<file path="src/rtl/pwm_capture.sv">
// PWM capture: measures high time and rise-to-rise period of an asynchronous
// PWM input and publishes them with a one-cycle valid strobe. A stuck input
// (no edge for TIMEOUT cycles) is published as a stuck result, with the duty
// cycle reflecting the stuck level.
module pwm_capture #(
  parameter int PWM_INTERVAL = 1200,
  parameter int TIMEOUT      = 2 * PWM_INTERVAL
) (
  input  logic                                clk,
  input  logic                                rst,
  input  logic                                pwm_in,
  output logic [$clog2(PWM_INTERVAL+1)-1:0]   duty_cycle,
  output logic [$clog2(TIMEOUT+1)-1:0]        period,
  output logic                                valid,
  output logic                                stuck
);

  localparam int DW = $clog2(PWM_INTERVAL + 1);
  localparam int CW = $clog2(TIMEOUT + 1);

  localparam logic [1:0] S_IDLE = 2'd0;
  localparam logic [1:0] S_HIGH = 2'd1;
  localparam logic [1:0] S_LOW  = 2'd2;

  localparam logic [CW-1:0] CLAMP    = CW'(PWM_INTERVAL);
  localparam logic [CW-1:0] TO_LAST  = CW'(TIMEOUT - 1);
  localparam logic [DW-1:0] DUTY_MAX = DW'(PWM_INTERVAL);

  logic [1:0]    sync_q, sync_d;
  logic          d_q, d_d;
  logic [2:0]    fill_q, fill_d;
  logic [1:0]    state_q, state_d;
  logic [CW-1:0] high_cnt_q, high_cnt_d;
  logic [CW-1:0] per_cnt_q, per_cnt_d;
  logic [CW-1:0] idle_cnt_q, idle_cnt_d;
  logic [DW-1:0] duty_q, duty_d;
  logic [CW-1:0] period_q, period_d;
  logic          valid_q, valid_d;
  logic          stuck_q, stuck_d;

  logic s2;
  logic rise;
  logic fall;
  logic any_edge;
  logic timeout_hit;

  // Counters stop at all-ones instead of wrapping.
  function automatic logic [CW-1:0] sat_inc(input logic [CW-1:0] v);
    return (&v) ? v : v + CW'(1);
  endfunction

  // The synchronizer and delayed copy restart from 0 after reset, so a level
  // that was already high would look like a rise. Edges are only trusted once
  // both synchronizer stages and the delayed copy hold real samples (fill_q[2]).
  assign s2          = sync_q[1];
  assign rise        = fill_q[2] & s2 & ~d_q;
  assign fall        = fill_q[2] & ~s2 & d_q;
  assign any_edge    = rise | fall;
  assign timeout_hit = ~any_edge & (idle_cnt_q == TO_LAST);

  // Next-state logic: edge detection, measurement FSM, timeout and publish.
  always_comb begin
    sync_d     = {sync_q[0], pwm_in};
    d_d        = s2;
    fill_d     = {fill_q[1:0], 1'b1};
    state_d    = state_q;
    high_cnt_d = high_cnt_q;
    per_cnt_d  = per_cnt_q;
    idle_cnt_d = any_edge ? '0 : sat_inc(idle_cnt_q);
    duty_d     = duty_q;
    period_d   = period_q;
    valid_d    = 1'b0;
    stuck_d    = stuck_q;

    case (state_q)
      S_IDLE: begin
        // First rise only starts a measurement; nothing is published yet.
        if (rise) begin
          high_cnt_d = CW'(1);
          per_cnt_d  = CW'(1);
          state_d    = S_HIGH;
        end
      end
      S_HIGH: begin
        per_cnt_d = sat_inc(per_cnt_q);
        if (fall) begin
          state_d = S_LOW;
        end else begin
          high_cnt_d = sat_inc(high_cnt_q);
        end
      end
      S_LOW: begin
        if (rise) begin
          duty_d     = (high_cnt_q > CLAMP) ? DUTY_MAX : high_cnt_q[DW-1:0];
          period_d   = per_cnt_q;
          stuck_d    = 1'b0;
          valid_d    = 1'b1;
          high_cnt_d = CW'(1);
          per_cnt_d  = CW'(1);
          state_d    = S_HIGH;
        end else begin
          per_cnt_d = sat_inc(per_cnt_q);
        end
      end
      default: state_d = S_IDLE;
    endcase

    // No edge for TIMEOUT cycles: report the stuck level and restart from IDLE.
    if (timeout_hit) begin
      duty_d     = s2 ? DUTY_MAX : '0;
      period_d   = '0;
      stuck_d    = 1'b1;
      valid_d    = 1'b1;
      idle_cnt_d = '0;
      state_d    = S_IDLE;
    end
  end

  // State registers with synchronous reset.
  always_ff @(posedge clk) begin
    if (rst) begin
      sync_q     <= '0;
      d_q        <= 1'b0;
      fill_q     <= '0;
      state_q    <= S_IDLE;
      high_cnt_q <= '0;
      per_cnt_q  <= '0;
      idle_cnt_q <= '0;
      duty_q     <= '0;
      period_q   <= '0;
      valid_q    <= 1'b0;
      stuck_q    <= 1'b0;
    end else begin
      sync_q     <= sync_d;
      d_q        <= d_d;
      fill_q     <= fill_d;
      state_q    <= state_d;
      high_cnt_q <= high_cnt_d;
      per_cnt_q  <= per_cnt_d;
      idle_cnt_q <= idle_cnt_d;
      duty_q     <= duty_d;
      period_q   <= period_d;
      valid_q    <= valid_d;
      stuck_q    <= stuck_d;
    end
  end

  assign duty_cycle = duty_q;
  assign period     = period_q;
  assign valid      = valid_q;
  assign stuck      = stuck_q;

endmodule
</file>
<file path="config.mk">
export PLATFORM = sky130hd
export DESIGN_NAME = pwm_capture
export DESIGN_NICKNAME = d
export VERILOG_FILES = /design/src/rtl/pwm_capture.sv
export SDC_FILE = /design/constraint.sdc
export NUM_CORES = 1
export LEC_CHECK = 0
export ABC_AREA = 1
export CORE_MARGIN = 2
export CORE_UTILIZATION = 45
export CTS_BUF_LIST = sky130_fd_sc_hd__clkbuf_4
export DETAILED_ROUTE_END_ITERATION = 10
export SETUP_SLACK_MARGIN = 0.4
export SYNTH_ARGS = -nofsm -noshare
export SYNTH_HDL_FRONTEND = slang
export SYNTH_SLANG_ARGS = --single-unit
</file>
<file path="constraint.sdc">
create_clock -name clk -period 1.8 [get_ports clk]
set_clock_uncertainty 0.05 [all_clocks]
set_input_delay 0.36 -clock clk [delete_from_list [all_inputs] [get_ports clk]]
set_output_delay 0.36 -clock clk [all_outputs]
set_load 0.1 [all_outputs]
</file>
; ---- Word-level counts from Yosys, hierarchy flattened
; Cells that the tools add are included.
[totals]
register_bits = 69
in_bits = 3
output_inout_bits = 25
elab_cells = 71
[op_classes]
addsub = 3
magnitude_cmp = 1
eq_ne = 8
n_mux = 22
bitwise_logic = 9
n_reduce_logical = 16
[ops]
columns = op, n
row1 = $mux W12, 5
row2 = $mux W11, 5
row3 = $add A12 B1 Y12 const B, 3
row4 = $pmux W12 S3, 1
row5 = $reduce_and A12 Y1, 3
row6 = $pmux W12 S2, 1
row7 = $eq A12 B12 Y1 const B, 1
row8 = $gt A12 B11 Y1 const B, 1
row9 = $ne A2 B2 Y1 const B, 4
row10 = $reduce_and A2 Y1, 4
row11 = $mux W1, 7
row12 = $reduce_bool A2 Y1, 3
row13 = $and A1 B1 Y1, 5
row14 = $mux W2, 2
row15 = $pmux W2 S2, 1
row16 = $reduce_and A4 Y1, 1
row17 = $reduce_or A2 Y1, 2
row18 = $not A1 Y1, 3
row19 = $reduce_bool A3 Y1, 1
row20 = $reduce_or A3 Y1, 1
row21 = $eq A2 B1 Y1 const B, 1
row22 = $eq A2 B2 Y1 const B, 1
row23 = $logic_not A2 Y1, 1
row24 = $ne A2 B1 Y1 const B, 1
row25 = $or A1 B1 Y1, 1

; ---- Logic depth before layout (Yosys ltp)
[depth]
word_depth = 8
mapped_depth = 11

; ---- Least setup slack after synthesis
; No wires, ideal clock.
[synth_path]
kind = reg-to-reg
start = register state_q[0]
end = register high_cnt_q[0]
setup_time_ps = 115
arrival_ps = 1416
required_ps = 1635
path_slack_ps = 219
path_stages_with_launch = 10
n_path_buf = 1
synth_period_minus_slack_ps = 1581
path_cell_list = dfxtp_1 > inv_1 > ha_1 > nor2_1 > nor2_2 > nor2_4 > nand3_2 > buf_6 > nor3_2 > nor2_1
[synth_via]
elab_chain_len = 4
word_cells_on_any_way = 10
classes_between = 5 x eq/ne / 1 x mux / 4 x reduce/logical
[synth_lines]
columns = item, line
row1 = start: declaration, 32  ; logic [1:0] state_q, state_d;
row2 = start signal: assignment, 137  ; state_q <= state_d;
row3 = $eq A2 B2 Y1 / $logic_not A2 Y1 (equally long branches), 75  ; case (state_q)
row4 = $reduce_or A2 Y1 (no line), -
row5 = $ne A2 B1 Y1 (no line) / $reduce_bool A2 Y1 (equally long branches), -
row6 = $reduce_and A4 Y1 (no line), -
row7 = end signal: assignment, 138  ; high_cnt_q <= high_cnt_d;
row8 = end: declaration, 33  ; logic [CW-1:0] high_cnt_q, high_cnt_d;
; Several ways; a longest one is shown, not always the timed one.
; A chain may end at the register's enable or synchronous reset.

; ---- Worst setup path in the final report
[layout_path]
start = register idle_cnt_q[0]
end = register idle_cnt_q[8]
[layout_via]
elab_chain_len = 3
word_cells_on_any_way = 5
classes_between = 1 x add/sub / 1 x eq/ne / 1 x bitwise / 2 x reduce/logical
[layout_lines]
columns = item, line
row1 = start: declaration, 35  ; logic [CW-1:0] idle_cnt_q, idle_cnt_d;
row2 = start signal: assignment, 140  ; idle_cnt_q <= idle_cnt_d;
row3 = "parallel branches: the longest is 3 deep, another holds $add A12 B1 Y12", -
; Several ways; the timed one is not identified.

==> impl_results.md <==
* Outcome: completed
* Mapped Nets at 538
* Core ar. at 7730 sq um
* Die height at 93.3 um
* First-pass GRT wire length at 17400 um
* Total grt overflow at 0
* Wirelength, routed at 10300 um
* Initial antenna violation count at 0
* Pin count of the biggest net entering global routing at 34
* DRT Pass-1 Iters at 5
* Final period utilization at 0.885
* Max_cap viols at 0
* TNS Setup at 0 ps
* Synth top area cells: dfxtp_1, nand2_1, nand3_1, a21oi_1, inv_1
* # setup viols final at 0
* Post-route ant nets at 0
* Sequential Power Share at 0.370
* HPWL Detailed at 5950 um
* GRT Util Overall at 0.250
* Worst IR Drop VDD at 0.000530 V
* CTS Hold Bufs at 0
* Most common cell after layout, fill and taps aside: nand2_1
* Layout cell share with drive strength beyond 1 at 0.442
* Htree depth at 3
* CP max FO at 8
* Startpoint types: flip-flop
* Routed vias/inst at 5.27
* Synth unique cells at 34
* Synthesized cell area at 3590 sq um
* CP Capture Type: flip-flop
* YS warnings at 0
* P_int at 2.81 mW
* Die area at 8710 sq um
* Final worst slack at 206 ps
* Worst-path clk slew at 120 ps
* Post-synth top area share at 0.385
* Area grow syn2layout at 54.6%
* TritonCTS buffer count at 9
* Syn avg cell area at 6.81 sq um
* WP data arrival at 1840 ps
* Synth Register Bits at 69
* CTS tree: yes
* Sink Count at 69
* Slew headroom at 0.793
* Gate Count Post-Synth at 527
* Pre-CTS setup slack at 7.73 ps
* Cell Pwr Density at 850 nW/um^2
* Starting Density at 0.465
* Post-synth top area cell: dfxtp_1
* Die width at 93.3 um
* RSZ-0062 raised after global routing: true
* # rows at 32
* Ports at 28
* Clk buf depth at 2
* Critical path required time at 2050 ps
* Logic pwr share at 0.444
* Slew Limit Fails at 0
* Most frequent cells in the layout: nand2_1, buf_4, inv_1
* Clock power frac at 0.186
* Wire per inst at 14.3 um
* Number of global-route vias before repair at 3709
* CTS root buf: clkbuf_4
* Fmax achieved at 0.627 GHz
* HP Class: reg2reg
* Seq/Total Area, Yosys at 0.385
* Gpl congestion at 0.921
* Sw Ratio at 0.405
* Worst skew pair latency at 420 ps
* DRC at 0
* Leak at 2.09 nW
* Buffers on Ports at 27
* Slew @ Worst Pin at 308 ps
* Post-route minimum period at 1590 ps
* Nets at 628
* Diode count at 0
* Iteration-0 DRC Markers at 145
* Setup CP Type: reg2reg
* Via count at 3819
* Switching power at 1.91 mW
* Final hold vios at 0
through the flow:
stage / cells / cell area (sq um) / util / total power [mW] / hold slack (ps)
6_report: 724 / 5550 / 0.718 / 4.72 / 354
5_1_grt: 724 / 5550 / 0.718 / 5.03 / 365
4_1_cts: 703 / 5180 / 0.671 / 4.50 / 353
3_5_place_dp: 651 / 4330 / 0.560 / 3.06 / 345
3_3_place_gp: 651 / 4330 / 0.560 / 3.03 / 339
2_1_floorplan: 527 / 3680 / - / 2.83 / 338
cells in the mapped netlist, drive strengths merged:
master,n
o211ai,1
nor2,62
dfxtp,69
clkbuf,7
nand3,57
clkinv,1
a21oi,52
buf,8
o21ai,16
inv,63
xnor2,2
nand2,153
a31oi,5
xor2,3
nor3,6
ha,8
a211oi,1
nand4,9
or2,2
o21bai,1
nand3b,1
state kept, by name, indices dropped and copies added (netlist names), 2 cells and up:
name,cells
high_cnt_q,12
idle_cnt_q,12
per_cnt_q,12
period,12
duty_cycle,11
fill_q,3
state_q,2
sync_q,2
worst max-delay path, cell delays in order (launching register included):
cell	delay, ps
dfxtp_2	370
ha_4	150
nand2_4	70
inv_6	90
nand2_4	60
nor2_4	130
nand3_4	200
nand3_4	180
buf_6	130
a31oi_1	40
logic make-up after synthesis:
family	Yosys count	synth area share
AND/OR/NAND/NOR	290	0.371
flip-flops	69	0.385
XOR/XNOR	5	0.0122
buffers and inverters	79	0.0909
adder cells (fa/ha/maj)	8	0.0279
AO/OA/AOI/OAI	76	0.113
power groups by stage:
stage	combinational (mW)	sequential, mW	clock [mW]
final	2.10	1.74	0.877
after global routing	2.29	1.76	0.974
after CTS	1.82	1.78	0.905
after detailed placement	1.28	1.78	0
after global placement	1.26	1.77	0
after floorplan	1.08	1.75	0
cell type report:
type	count	area [sq um]
multi-input combinational	384	2480
sequential	69	1470
timing repair buffer	87	1060
timing repair inverter	2	16.3
tap	102	128
clock buffer	11	82.6
fill	590	2180
clock inverter	5	27.5
inverter	64	284
worst paths after layout:
path / startpoint / to / slack [ps] / cells past startpoint
worst max-delay path: idle_cnt_q[0] / idle_cnt_q[8] / 210 / 9
worst min-delay path: sync_q[0] / sync_q[1] / 350 / 2
worst max register to register: idle_cnt_q[0] / idle_cnt_q[8] / 210 / 9
worst min register to register: sync_q[0] / sync_q[1] / 350 / 2
metal layers:
metal  global-route usage  up-vias  part of all wire
li1                     -     1876                 -
met3               0.0548       23             0.051
met4               0.0931        0             0.025
met5                    0        -                 0
met2                0.433      117              0.50
met1                0.304     1803              0.43
timing repair:
item,in CTS,in global routing
setup buffers,30,20
setup endpoints to repair,88,88
pin swaps,40,26
gates cloned,6,1
gates resized for setup,137,60
Power figures use the tool's default switching activity.
